$ cat config.mk
export PLATFORM = sky130hd
export DESIGN_NAME = rx_iq_sample_fifo_flat
export DESIGN_NICKNAME = d
export VERILOG_FILES = /design/src/rtl/rx_iq_sample_fifo_if.sv /design/src/rtl/rx_iq_sample_fifo.sv /design/src/flat_wrapper.sv
export SDC_FILE = /design/constraint.sdc
export NUM_CORES = 1
export LEC_CHECK = 0
export CORE_MARGIN = 3
export CORE_UTILIZATION = 55
export DETAILED_ROUTE_END_ITERATION = 16
export PLACE_DENSITY = 0.73
export SKIP_CTS_REPAIR_TIMING = 1
export SLEW_MARGIN = 15
export SYNTH_ARGS = -nofsm -noshare
export SYNTH_HDL_FRONTEND = slang
export SYNTH_SLANG_ARGS = --single-unit
$ cat constraint.sdc
create_clock -name CLK -period 3.7 [get_ports CLK]
set_input_delay 0.555 -clock CLK [delete_from_list [all_inputs] [get_ports CLK]]
set_output_delay 0.555 -clock CLK [all_outputs]
set_load 0.02 [all_outputs]
$ cat src/rtl/rx_iq_sample_fifo_if.sv
// I/Q sample FIFO bus: decimator-side capture inputs and consumer-side handshake/status.
// Optional DROP_CNT status signal is present when RX_IQ_DROP_CNT_EN is defined.
interface rx_iq_sample_fifo_if #(
  parameter int DATA_W = 19,
  parameter int AW     = 4
);
  logic                     SAMPLE_TICK;
  logic signed [DATA_W-1:0] I_IN;
  logic signed [DATA_W-1:0] Q_IN;
  logic                     OUT_READY;
  logic                     CLR_OVF;
  logic                     OUT_VALID;
  logic signed [DATA_W-1:0] I_OUT;
  logic signed [DATA_W-1:0] Q_OUT;
  logic [AW:0]              LEVEL;
  logic                     FULL;
  logic                     OVERFLOW;
`ifdef RX_IQ_DROP_CNT_EN
  logic [7:0]               DROP_CNT;
`endif

  modport master (
    output SAMPLE_TICK, I_IN, Q_IN, OUT_READY, CLR_OVF,
`ifdef RX_IQ_DROP_CNT_EN
    input  DROP_CNT,
`endif
    input  OUT_VALID, I_OUT, Q_OUT, LEVEL, FULL, OVERFLOW
  );

  modport slave (
    input  SAMPLE_TICK, I_IN, Q_IN, OUT_READY, CLR_OVF,
`ifdef RX_IQ_DROP_CNT_EN
    output DROP_CNT,
`endif
    output OUT_VALID, I_OUT, Q_OUT, LEVEL, FULL, OVERFLOW
  );
endinterface

$ cat src/rtl/rx_iq_sample_fifo.sv
// First-word-fall-through FIFO capturing decimated I/Q pairs on each SAMPLE_TICK rising edge.
// Define RX_IQ_DROP_CNT_EN to add the saturating dropped-sample counter (DROP_CNT).
module rx_iq_sample_fifo #(
  parameter int DATA_W = 19,
  parameter int DEPTH  = 16,
  parameter int AW     = 4
) (
  input  logic              CLK,
  input  logic              RST,
  rx_iq_sample_fifo_if.slave bus
);
  localparam logic [AW:0] FULL_LVL = (AW+1)'(DEPTH);

  logic              tick_d;
  logic [AW-1:0]     wr_ptr;
  logic [AW-1:0]     rd_ptr;
  logic [AW:0]       level;
  logic              overflow;
  logic [DATA_W-1:0] mem_i [DEPTH];
  logic [DATA_W-1:0] mem_q [DEPTH];

  logic push_req;
  logic pop;
  logic push;
  logic drop;
  logic full;
  logic [AW:0] level_nxt;

  assign full     = (level == FULL_LVL);
  assign push_req = bus.SAMPLE_TICK & ~tick_d;
  assign pop      = (level != '0) & bus.OUT_READY;
  // A pop in the same cycle frees a slot, so a full FIFO can still accept.
  assign push     = push_req & (~full | pop);
  assign drop     = push_req & full & ~pop;

  // NOTE: every combinational output gets a default first so no latch is inferred.
  always_comb begin
    level_nxt = level;
    case ({push, pop})
      2'b10:   level_nxt = level + (AW+1)'(1);
      2'b01:   level_nxt = level - (AW+1)'(1);
      default: level_nxt = level;
    endcase
  end

  // NOTE: sequential state uses non-blocking assignments so all registers update together.
  always_ff @(posedge CLK or negedge RST) begin
    if (!RST) begin
      tick_d   <= 1'b1;
      wr_ptr   <= '0;
      rd_ptr   <= '0;
      level    <= '0;
      overflow <= 1'b0;
    end else begin
      tick_d <= bus.SAMPLE_TICK;
      level  <= level_nxt;
      if (push) wr_ptr <= wr_ptr + AW'(1);
      if (pop)  rd_ptr <= rd_ptr + AW'(1);
      if (drop)             overflow <= 1'b1;
      else if (bus.CLR_OVF) overflow <= 1'b0;
    end
  end

  // NOTE: storage has no reset; outputs are masked to zero while empty instead.
  always_ff @(posedge CLK) begin
    if (push) begin
      mem_i[wr_ptr] <= bus.I_IN;
      mem_q[wr_ptr] <= bus.Q_IN;
    end
  end

  assign bus.OUT_VALID = (level != '0);
  assign bus.I_OUT     = bus.OUT_VALID ? mem_i[rd_ptr] : '0;
  assign bus.Q_OUT     = bus.OUT_VALID ? mem_q[rd_ptr] : '0;
  assign bus.LEVEL     = level;
  assign bus.FULL      = full;
  assign bus.OVERFLOW  = overflow;

`ifdef RX_IQ_DROP_CNT_EN
  logic [7:0] drop_cnt;

  // Clear and a coincident drop leave the count at one, matching the sticky flag.
  always_ff @(posedge CLK or negedge RST) begin
    if (!RST) begin
      drop_cnt <= '0;
    end else if (bus.CLR_OVF) begin
      drop_cnt <= drop ? 8'd1 : 8'd0;
    end else if (drop && drop_cnt != 8'hFF) begin
      drop_cnt <= drop_cnt + 8'd1;
    end
  end

  assign bus.DROP_CNT = drop_cnt;
`endif
endmodule

$ cat src/flat_wrapper.sv
// flat-port wrapper written by rule: the top's interface ports become plain ports
module rx_iq_sample_fifo_flat 
#(
  parameter int DATA_W = 19,
  parameter int DEPTH  = 16,
  parameter int AW     = 4
)
  (CLK, RST, bus_SAMPLE_TICK, bus_I_IN, bus_Q_IN, bus_OUT_READY, bus_CLR_OVF, bus_OUT_VALID, bus_I_OUT, bus_Q_OUT, bus_LEVEL, bus_FULL, bus_OVERFLOW);
  rx_iq_sample_fifo_if #(.DATA_W(DATA_W), .AW(AW)) bus_i ();
  input  logic CLK;
  input  logic RST;
  input wire logic [$bits(bus_i.SAMPLE_TICK)-1:0] bus_SAMPLE_TICK;
  input wire logic [$bits(bus_i.I_IN)-1:0] bus_I_IN;
  input wire logic [$bits(bus_i.Q_IN)-1:0] bus_Q_IN;
  input wire logic [$bits(bus_i.OUT_READY)-1:0] bus_OUT_READY;
  input wire logic [$bits(bus_i.CLR_OVF)-1:0] bus_CLR_OVF;
  output wire logic [$bits(bus_i.OUT_VALID)-1:0] bus_OUT_VALID;
  output wire logic [$bits(bus_i.I_OUT)-1:0] bus_I_OUT;
  output wire logic [$bits(bus_i.Q_OUT)-1:0] bus_Q_OUT;
  output wire logic [$bits(bus_i.LEVEL)-1:0] bus_LEVEL;
  output wire logic [$bits(bus_i.FULL)-1:0] bus_FULL;
  output wire logic [$bits(bus_i.OVERFLOW)-1:0] bus_OVERFLOW;
  assign bus_i.SAMPLE_TICK = bus_SAMPLE_TICK;
  assign bus_i.I_IN = bus_I_IN;
  assign bus_i.Q_IN = bus_Q_IN;
  assign bus_i.OUT_READY = bus_OUT_READY;
  assign bus_i.CLR_OVF = bus_CLR_OVF;
  assign bus_OUT_VALID = bus_i.OUT_VALID;
  assign bus_I_OUT = bus_i.I_OUT;
  assign bus_Q_OUT = bus_i.Q_OUT;
  assign bus_LEVEL = bus_i.LEVEL;
  assign bus_FULL = bus_i.FULL;
  assign bus_OVERFLOW = bus_i.OVERFLOW;
  rx_iq_sample_fifo #(.DATA_W(DATA_W), .DEPTH(DEPTH), .AW(AW)) u_core (.CLK(CLK), .RST(RST), .bus(bus_i));
endmodule
# After elaboration in Yosys (flattened, before gate mapping)
# Memory sizes are Yosys's and may differ from the RTL's.
# Cells that the tools add are included.
# word_totals
regBits,15
latch_bits,0
ram_bits,608
romBits,0
inputBits,43
out_inout_bits,46
wordCells,33
n_memories,2
# op_classes
add_sub_neg,4
n_mul,0
n_div,0
order_cmp,0
eq_ne,3
shift,0
n_mux,7
bitwise_logic,9
n_reduce_logical,3
# mem_list
name,depth,width,rd,rd_ports_with_merged_regs,wr,line_no,rtl
u_core.mem_i,16,19,1,0,1,rx_iq_sample_fifo.sv:19,logic [DATA_W-1:0] mem_i [DEPTH];
u_core.mem_q,16,19,1,0,1,rx_iq_sample_fifo.sv:20,logic [DATA_W-1:0] mem_q [DEPTH];
# op_table
cell,count
2-to-1 mux 19 bit,2
case mux 5 bit (2 select lines),1
adder 4 x 1 -> 4 bit (second input constant),2
adder 5 x 1 -> 5 bit (second input constant),1
AND 1 bit,5
== test 5 bit (second input constant),1
nonzero test 5 bit,1
subtractor 5 x 1 -> 5 bit (second input constant),1
2-to-1 mux 1 bit,4
nonzero test 2 bit,2
NOT 1 bit,3
== test 2 x 1 -> 1 bit (second input constant),1
== test 2 bit (second input constant),1
bitwise OR 1 bit,1

# Logic depth before layout (Yosys ltp)
# Gate-level depths: netlist of the first run.
# depth
ltp_word,6
ltp_mapped,9
depth_no_buf,8

# Worst setup path before layout of the first run
# OpenSTA, ideal clock, no wires.
# synth_timing
path_kind,register to register
from,register u_core.level[0] (netlist: u_core.bus.LEVEL[0])
to,memory u_core.mem_i[12][0] (enable)
setup_ns,0.433
arrival_ns,2.635
required_time_ns,3.267
slack_ns,0.632
stages_incl_launch_ff,4
n_path_buf,0
synth_period_minus_slack_ns,3.068
path_cell_list,dfrtp_1 -> nor4_1 -> a31o_2 -> nor2_1
# synth_via
elab_chain_len,6
elab_cells_between_ends,8
cone_classes,eq/ne: 1; mux: 2; bitwise: 4; reduce/logical: 1
# synth_rtl
item,line_no,rtl
"start, declared",rx_iq_sample_fifo.sv:17,logic [AW:0] level;
"start signal, assigned",rx_iq_sample_fifo.sv:56,level <= level_nxt;
nonzero test 5 bit or == test 5 bit (tied branches),"rx_iq_sample_fifo.sv:31, rx_iq_sample_fifo.sv:29",
AND 1 bit or NOT 1 bit (tied branches),"rx_iq_sample_fifo.sv:31, rx_iq_sample_fifo.sv:33",
bitwise OR 1 bit (*),rx_iq_sample_fifo.sv:33,assign push = push_req & (~full | pop);
AND 1 bit (*),rx_iq_sample_fifo.sv:33,
2-to-1 mux 1 bit (*),rx_iq_sample_fifo.sv:66,if (push) begin
2-to-1 mux 1 bit (implied by the code) (*),rx_iq_sample_fifo.sv:67,mem_i[wr_ptr] <= bus.I_IN;
"end, declared",rx_iq_sample_fifo.sv:19,
# Mark *: on every way between the ends. The rest lies on a longest branch, timed or not.

# Worst setup path after layout of the first run
# layout_timing
from,register u_core.rd_ptr[1]
to,output port bus_I_OUT[17]
# layout_via
elab_chain_len,2
# layout_rtl
item,line_no,rtl
"start, declared",rx_iq_sample_fifo.sv:16,logic [AW-1:0] rd_ptr;
"start signal, assigned",rx_iq_sample_fifo.sv:58,if (pop) rd_ptr <= rd_ptr + AW'(1);
memory (16 x 19 bit),--,
2-to-1 mux 19 bit,rx_iq_sample_fifo.sv:73,assign bus.I_OUT = bus.OUT_VALID ? mem_i[rd_ptr] : '0;
"end, declared",flat_wrapper.sv:18,output wire logic [$bits(bus_i.I_OUT)-1:0] bus_I_OUT;
# Every way passes these cells.

==> out/metrics.yaml, run 1 <==
fin_util: 0.6629
antenna_found_initial: 4
synthCells: 1078
pre_cts_slack_ns: 0.5307
crit_arrival_ns: 3.06
setup_viol_count_final: 0
worstMarginPinSlew_ns: 0.7238
clk_latency_ns: 0.60
nFillCells: 2674
vias: 11660
drt-total-wl_um: 52810
cts.clk_slew.worst_paths_ns: 0.06
period_share: 0.9775
numPortBuffers: 88
cts_buffer_depth: 3
placed_area_mm2: 0.02610
ys_seq_elements: 623
avgSynthCellArea_um2: 22.27
met2WireLength_um: 27110
critPathBufInv: 2
wl_per_cell_um: 28.73
cts-root-buf: "clkbuf_16"
mostFrequentLayoutCells: "edfxtp_1, mux4_2, nand3_1, clkdlybuf4s50_1, clkbuf_16"
num_rows: 75
grt_usage: 0.2303
min_period_ns: 3.617
firstDrtPassIters: 5
seq_area_frac_synth: 0.7764
cts_buffers: 59
skew_ns: 0.01110
dpl.hpwl_um: 27440
hold_path.class: "in -> async"
critPathTopFamily: "buffers and inverters"
critPathLaunchType: "register"
worstSetupEndpointType: "output port"
ios: 89
htree_levels: 2
finalHoldViolCount: 0
r2r_cells: 5
hold_ws_ns: 0.3806
coreArea_mm2: 0.04251
stdcell_area_mm2: 0.02818
placedCellCount: 1727
r2r_setup_slack_ns: 1.23
layout.nets: 1262
timing.final.ws_setup_ns: 0.08327
die_h_um: 214.9
die_area_mm2: 0.04618
clock_sinks: 623
synth_largest_area_cell: "edfxtp_1"
slowest_stage: "dfrtp_4"
synth.distinct_cells: 44
postRouteAntennaNets: 0
cp.required_ns: 3.14
crit_cells: 5
grt_pass1_wl_um: 78460
cp_max_fo: 21
yosys.area.top_type_share: 0.7607
slew_viol_final: 0
max_stage_delay_ns: 0.68
start_util: 0.5646
drtIter0Drc: 1365
multiInputGateArea_mm2: 0.005112
wl_met3_um: 3585
grt_pass1_vias: 12220
layout_commonest_cell: "edfxtp_1"
die_x_um: 214.9
critical_path_class: "reg -> out"
ir_worst_vdd_uv: 591.0
wl_met1_um: 20860
vias_per_cell: 6.345
slew-limit-headroom: 0.5160
syn_area_mm2: 0.02400
status: "finished, final reports clean"
routabilityCongestion: 0.7307
grt_max_degree: 80
seqCellArea_mm2: 0.01865
grt_overflow: 0
synth_nets: 1127
cts_tree: "built"
drive_gt1_frac: 0.2516
max_freq_ghz: 0.2765
stdcell_count: 1838
power_density_mw_per_mm2: 773.3
yosys_warnings: 0
synth.area.top_cells: "edfxtp_1, mux4_2, nand3_1"
rsz0062_at_grt: "no"
route.detailed.drc: 0
leakagePower_nw: 9.000
highest_layer: "met5"
cp_cell_sequence: "buf_12 -> mux4_2 -> mux2i_1 -> o211ai_1 -> clkdlybuf4s50_1"
cap_violations: 0
syn_to_final_growth_pct: 17.40
-- power by group --
part	switching, mW	internal, mW	total [mW]
Clock	2.52	3.69	6.21
Combinational	3.63	3.38	7.01
Sequential	0.392	8.18	8.57
Total	6.54	15.3	21.8
-- worst register-to-register path, delay by kind of cell, from the launching register on --
kind            cells  cell delay [ns]
compound gates      1             0.41
flops               1             0.48
buf+inv             1             0.27
simple gates        3             0.99
-- kinds of logic (layout without fill, tap and decap cells) --
| family | Yosys count | in the layout | share of synthesized area |
|---|---|---|---|
| flops | 623 | 623 | 0.7764 |
| mux | 193 | 193 | 0.1598 |
| simple gates | 126 | 126 | 0.02768 |
| buf+inv | 68 | 250 | 0.01324 |
| compound gates | 52 | 52 | 0.01616 |
| xor+xnor | 10 | 10 | 0.003649 |
| fa+ha+maj | 6 | 6 | 0.003128 |
| other cells | 0 | 1 | 0 |
-- state kept, by name, indices dropped and copies added (netlist names) --
name	count
u_core.bus.LEVEL	5
u_core.bus.OVERFLOW	1
u_core.mem_i	304
u_core.mem_q	304
u_core.rd_ptr	4
u_core.tick_d	1
u_core.wr_ptr	4
-- metrics by stage --
stage	total power [mW]	TNS (ns)
after floorplan	12.95	0
after global placement	15.61	0
after detailed placement	15.71	0
after CTS	21.90	-1.094
after global routing	22.60	0
final	21.79	0
-- layout make-up --
type,instances,area share
diodes,1,0.00008881
inverters,5,0.0006660
flip-flops and latches,623,0.6617
clock inverters,38,0.01567
repair buffers,137,0.05941
clock buffers,70,0.05537
multi-input cells,387,0.1814
well taps,577,0.02562
-- cell usage after synthesis (all sizes together) --
cell	number
nand4	1
a211oi	1
inv	5
nor2b	2
a21oi	2
edfxtp	608
mux2i	40
mux2	1
dfstp	1
and2	5
mux4	152
xor2	2
buf	42
clkbuf	21
nor3	3
dfrtp	14
nor4bb	1
and3	9
o21ai	2
xnor2	8
nand2b	2
nor2	10
nor4	2
nand4b	1
or3	1
a21boi	1
or4	1
a221oi	1
a32oi	1
a32o	1
a31oi	1
nand2	3
nand3	85
a31o	1
ha	6
o221ai	1
o41ai	1
o211ai	39
-- worst paths after layout --
| path | startpoint | endpoint |
|---|---|---|
| setup / recovery | u_core.rd_ptr[1] | bus_I_OUT[17] |
| hold / removal | RST | u_core.bus.LEVEL[3] |
| setup reg to reg | u_core.bus.LEVEL[1] | u_core.mem_q[11][17] |
| hold reg to reg | u_core.bus.OVERFLOW | u_core.bus.OVERFLOW |
| max in group asynchronous | RST | u_core.rd_ptr[1] |
| min in group CLK | bus_SAMPLE_TICK | u_core.tick_d |
-- per-layer routing --
metal	global-route usage	up-vias
li1	-	4841
met1	0.3123	6256
met2	0.3867	462
met3	0.04054	99
met4	0.07518	4
met5	0	-
Power figures use the tool's default switching activity.
==> run 2: changes to the inputs <==
- PLACE_DENSITY: 0.73 -> not set
- PLACE_DENSITY_LB_ADDON: not set -> 0.08
- TNS_END_PERCENT: not set -> 5
- clock period: 3.7 -> 4.4 ns (I/O delays scaled with it)
==> out/metrics.yaml, run 2 (synthesis gave the netlist of run 1 again) <==
clock_sinks: 623
clk_latency_ns: 0.58
r2r_setup_slack_ns: 1.51
critPathTopFamily: "buffers and inverters"
worstSetupEndpointType: "output port"
cp.required_ns: 3.74
critPathLaunch: "u_core.rd_ptr[3]"
critical_path_class: "reg -> out"
vias_per_cell: 6.258
antenna_found_initial: 0
status: "finished, final reports clean"
firstDrtPassIters: 5
die_area_mm2: 0.04618
period_share: 0.9605
grt_overflow: 0
wl_per_cell_um: 28.26
cts-root-buf: "clkbuf_16"
coreArea_mm2: 0.04251
syn_to_final_growth_pct: 16.23
grt_pass1_vias: 12000
cts_buffers: 66
max_freq_ghz: 0.2366
layout.nets: 1255
setup.worst_path.end: "bus_I_OUT[14]"
layout_commonest_cell: "edfxtp_1"
met1_usage: 0.3322
drt-total-wl_um: 51750
met2_usage: 0.3679
rr_endpoint: "u_core.mem_q[5][5]"
min_period_ns: 4.226
num_rows: 75
use_met3: 0.04294
drtIter0Drc: 1194
slew-limit-headroom: 0.3290
worstMarginPinSlew_ns: 1.006
placedCellCount: 1715
cap_violations: 0
cts.clk_slew.worst_paths_ns: 0.06
critPathLaunchType: "register"
die_h_um: 214.9
mostFrequentLayoutCells: "edfxtp_1, mux4_2, clkdlybuf4s50_1, nand3_1, clkbuf_16"
numPortBuffers: 88
ir_worst_vdd_uv: 507.1
vias: 11460
setup_viol_count_final: 0
critPathBufInv: 2
grt_usage: 0.2295
r2r_cells: 5
dpl.hpwl_um: 27620
power_density_mw_per_mm2: 642.1
die_x_um: 214.9
stdcell_count: 1831
rsz0062_at_grt: "no"
cp_max_fo: 41
cts_buffer_depth: 3
slowest_stage: "dfrtp_4"
grt_pass1_wl_um: 77640
tns_ns: 0
routabilityCongestion: 0.7824
drive_gt1_frac: 0.2376
top_usage_layer: "met2"
finalHoldViolCount: 0
skew_ns: 0.02109
htree_levels: 3
postRouteAntennaNets: 0
slew_viol_final: 0
max_stage_delay_ns: 0.86
ios: 89
crit_arrival_ns: 3.57
cp_cell_sequence: "buf_4 -> mux4_2 -> mux2i_1 -> o211ai_1 -> clkdlybuf4s50_1"
hold_path.class: "reg -> reg"
route.detailed.drc: 0
cts_tree: "built"
diodes: 0
crit_cells: 5
grt_max_degree: 80
leakagePower_nw: 8.794
r2r_start: "u_core.bus.LEVEL[1]"
start_util: 0.5646
[run 2: changes by cell type in the layout (fill, tap and decap cells not counted), moves of 4 or more]
cell             previous run  this run
bufinv_16                  10         1
dlymetal6s2s_1              7         0
clkbuf_1                    9        22
buf_12                     30        23
buf_6                       4         0
clkbuf_16                  62        69
clkdlybuf4s50_1            81        88
[run 2: area by class of cell]
cell class	instances	area (µm²)
Clock buffer	92	1823
Clock inverter	24	143.9
Fill cell	2778	14610
Inverter	5	20.02
Multi-Input combinational cell	387	5112
Sequential cell	623	18650
Tap cell	577	721.9
Timing Repair Buffer	123	1431
[run 2: stage by stage]
| stage | setup slack (ns) | utilization | total power [mW] | hold slack [ns] | area, µm² |
|---|---|---|---|---|---|
| after floorplan | 1.281 | - | 10.89 | 0.3644 | 24000 |
| after global placement | 0.7014 | 0.6100 | 13.03 | 0.4781 | 25930 |
| after detailed placement | 0.7135 | 0.6100 | 13.04 | 0.4850 | 25930 |
| after CTS | 0.08350 | 0.6563 | 18.13 | 0.4973 | 27900 |
| after global routing | 0.02063 | 0.6563 | 18.69 | 0.5381 | 27900 |
| final | 0.1737 | 0.6563 | 17.91 | 0.4930 | 27900 |
[run 2: how the worst min path moves through the flow]
stage,from,to,slack (ns),cells after the start
finish,u_core.bus.OVERFLOW,u_core.bus.OVERFLOW,0.49,1
global route,u_core.bus.OVERFLOW,u_core.bus.OVERFLOW,0.54,1
CTS,u_core.bus.OVERFLOW,u_core.bus.OVERFLOW,0.50,1
detailed placement,u_core.bus.OVERFLOW,u_core.bus.OVERFLOW,0.48,1
global placement,u_core.bus.OVERFLOW,u_core.bus.OVERFLOW,0.48,1
floorplan,RST,u_core.bus.LEVEL[0],0.36,0
[run 2: power by group]
group,internal (mW),leakage (nW),switching [mW],total (mW)
clock,2.95,0.955,2.13,5.08
combinational,2.69,2.18,2.84,5.53
sequential,6.88,5.66,0.428,7.31
[run 2: per-layer routing]
metal,wire length [µm],share of wire
met2,25400,0.49
met4,1200,0.023
met5,0,0
met1,22190,0.43
met3,2965,0.057
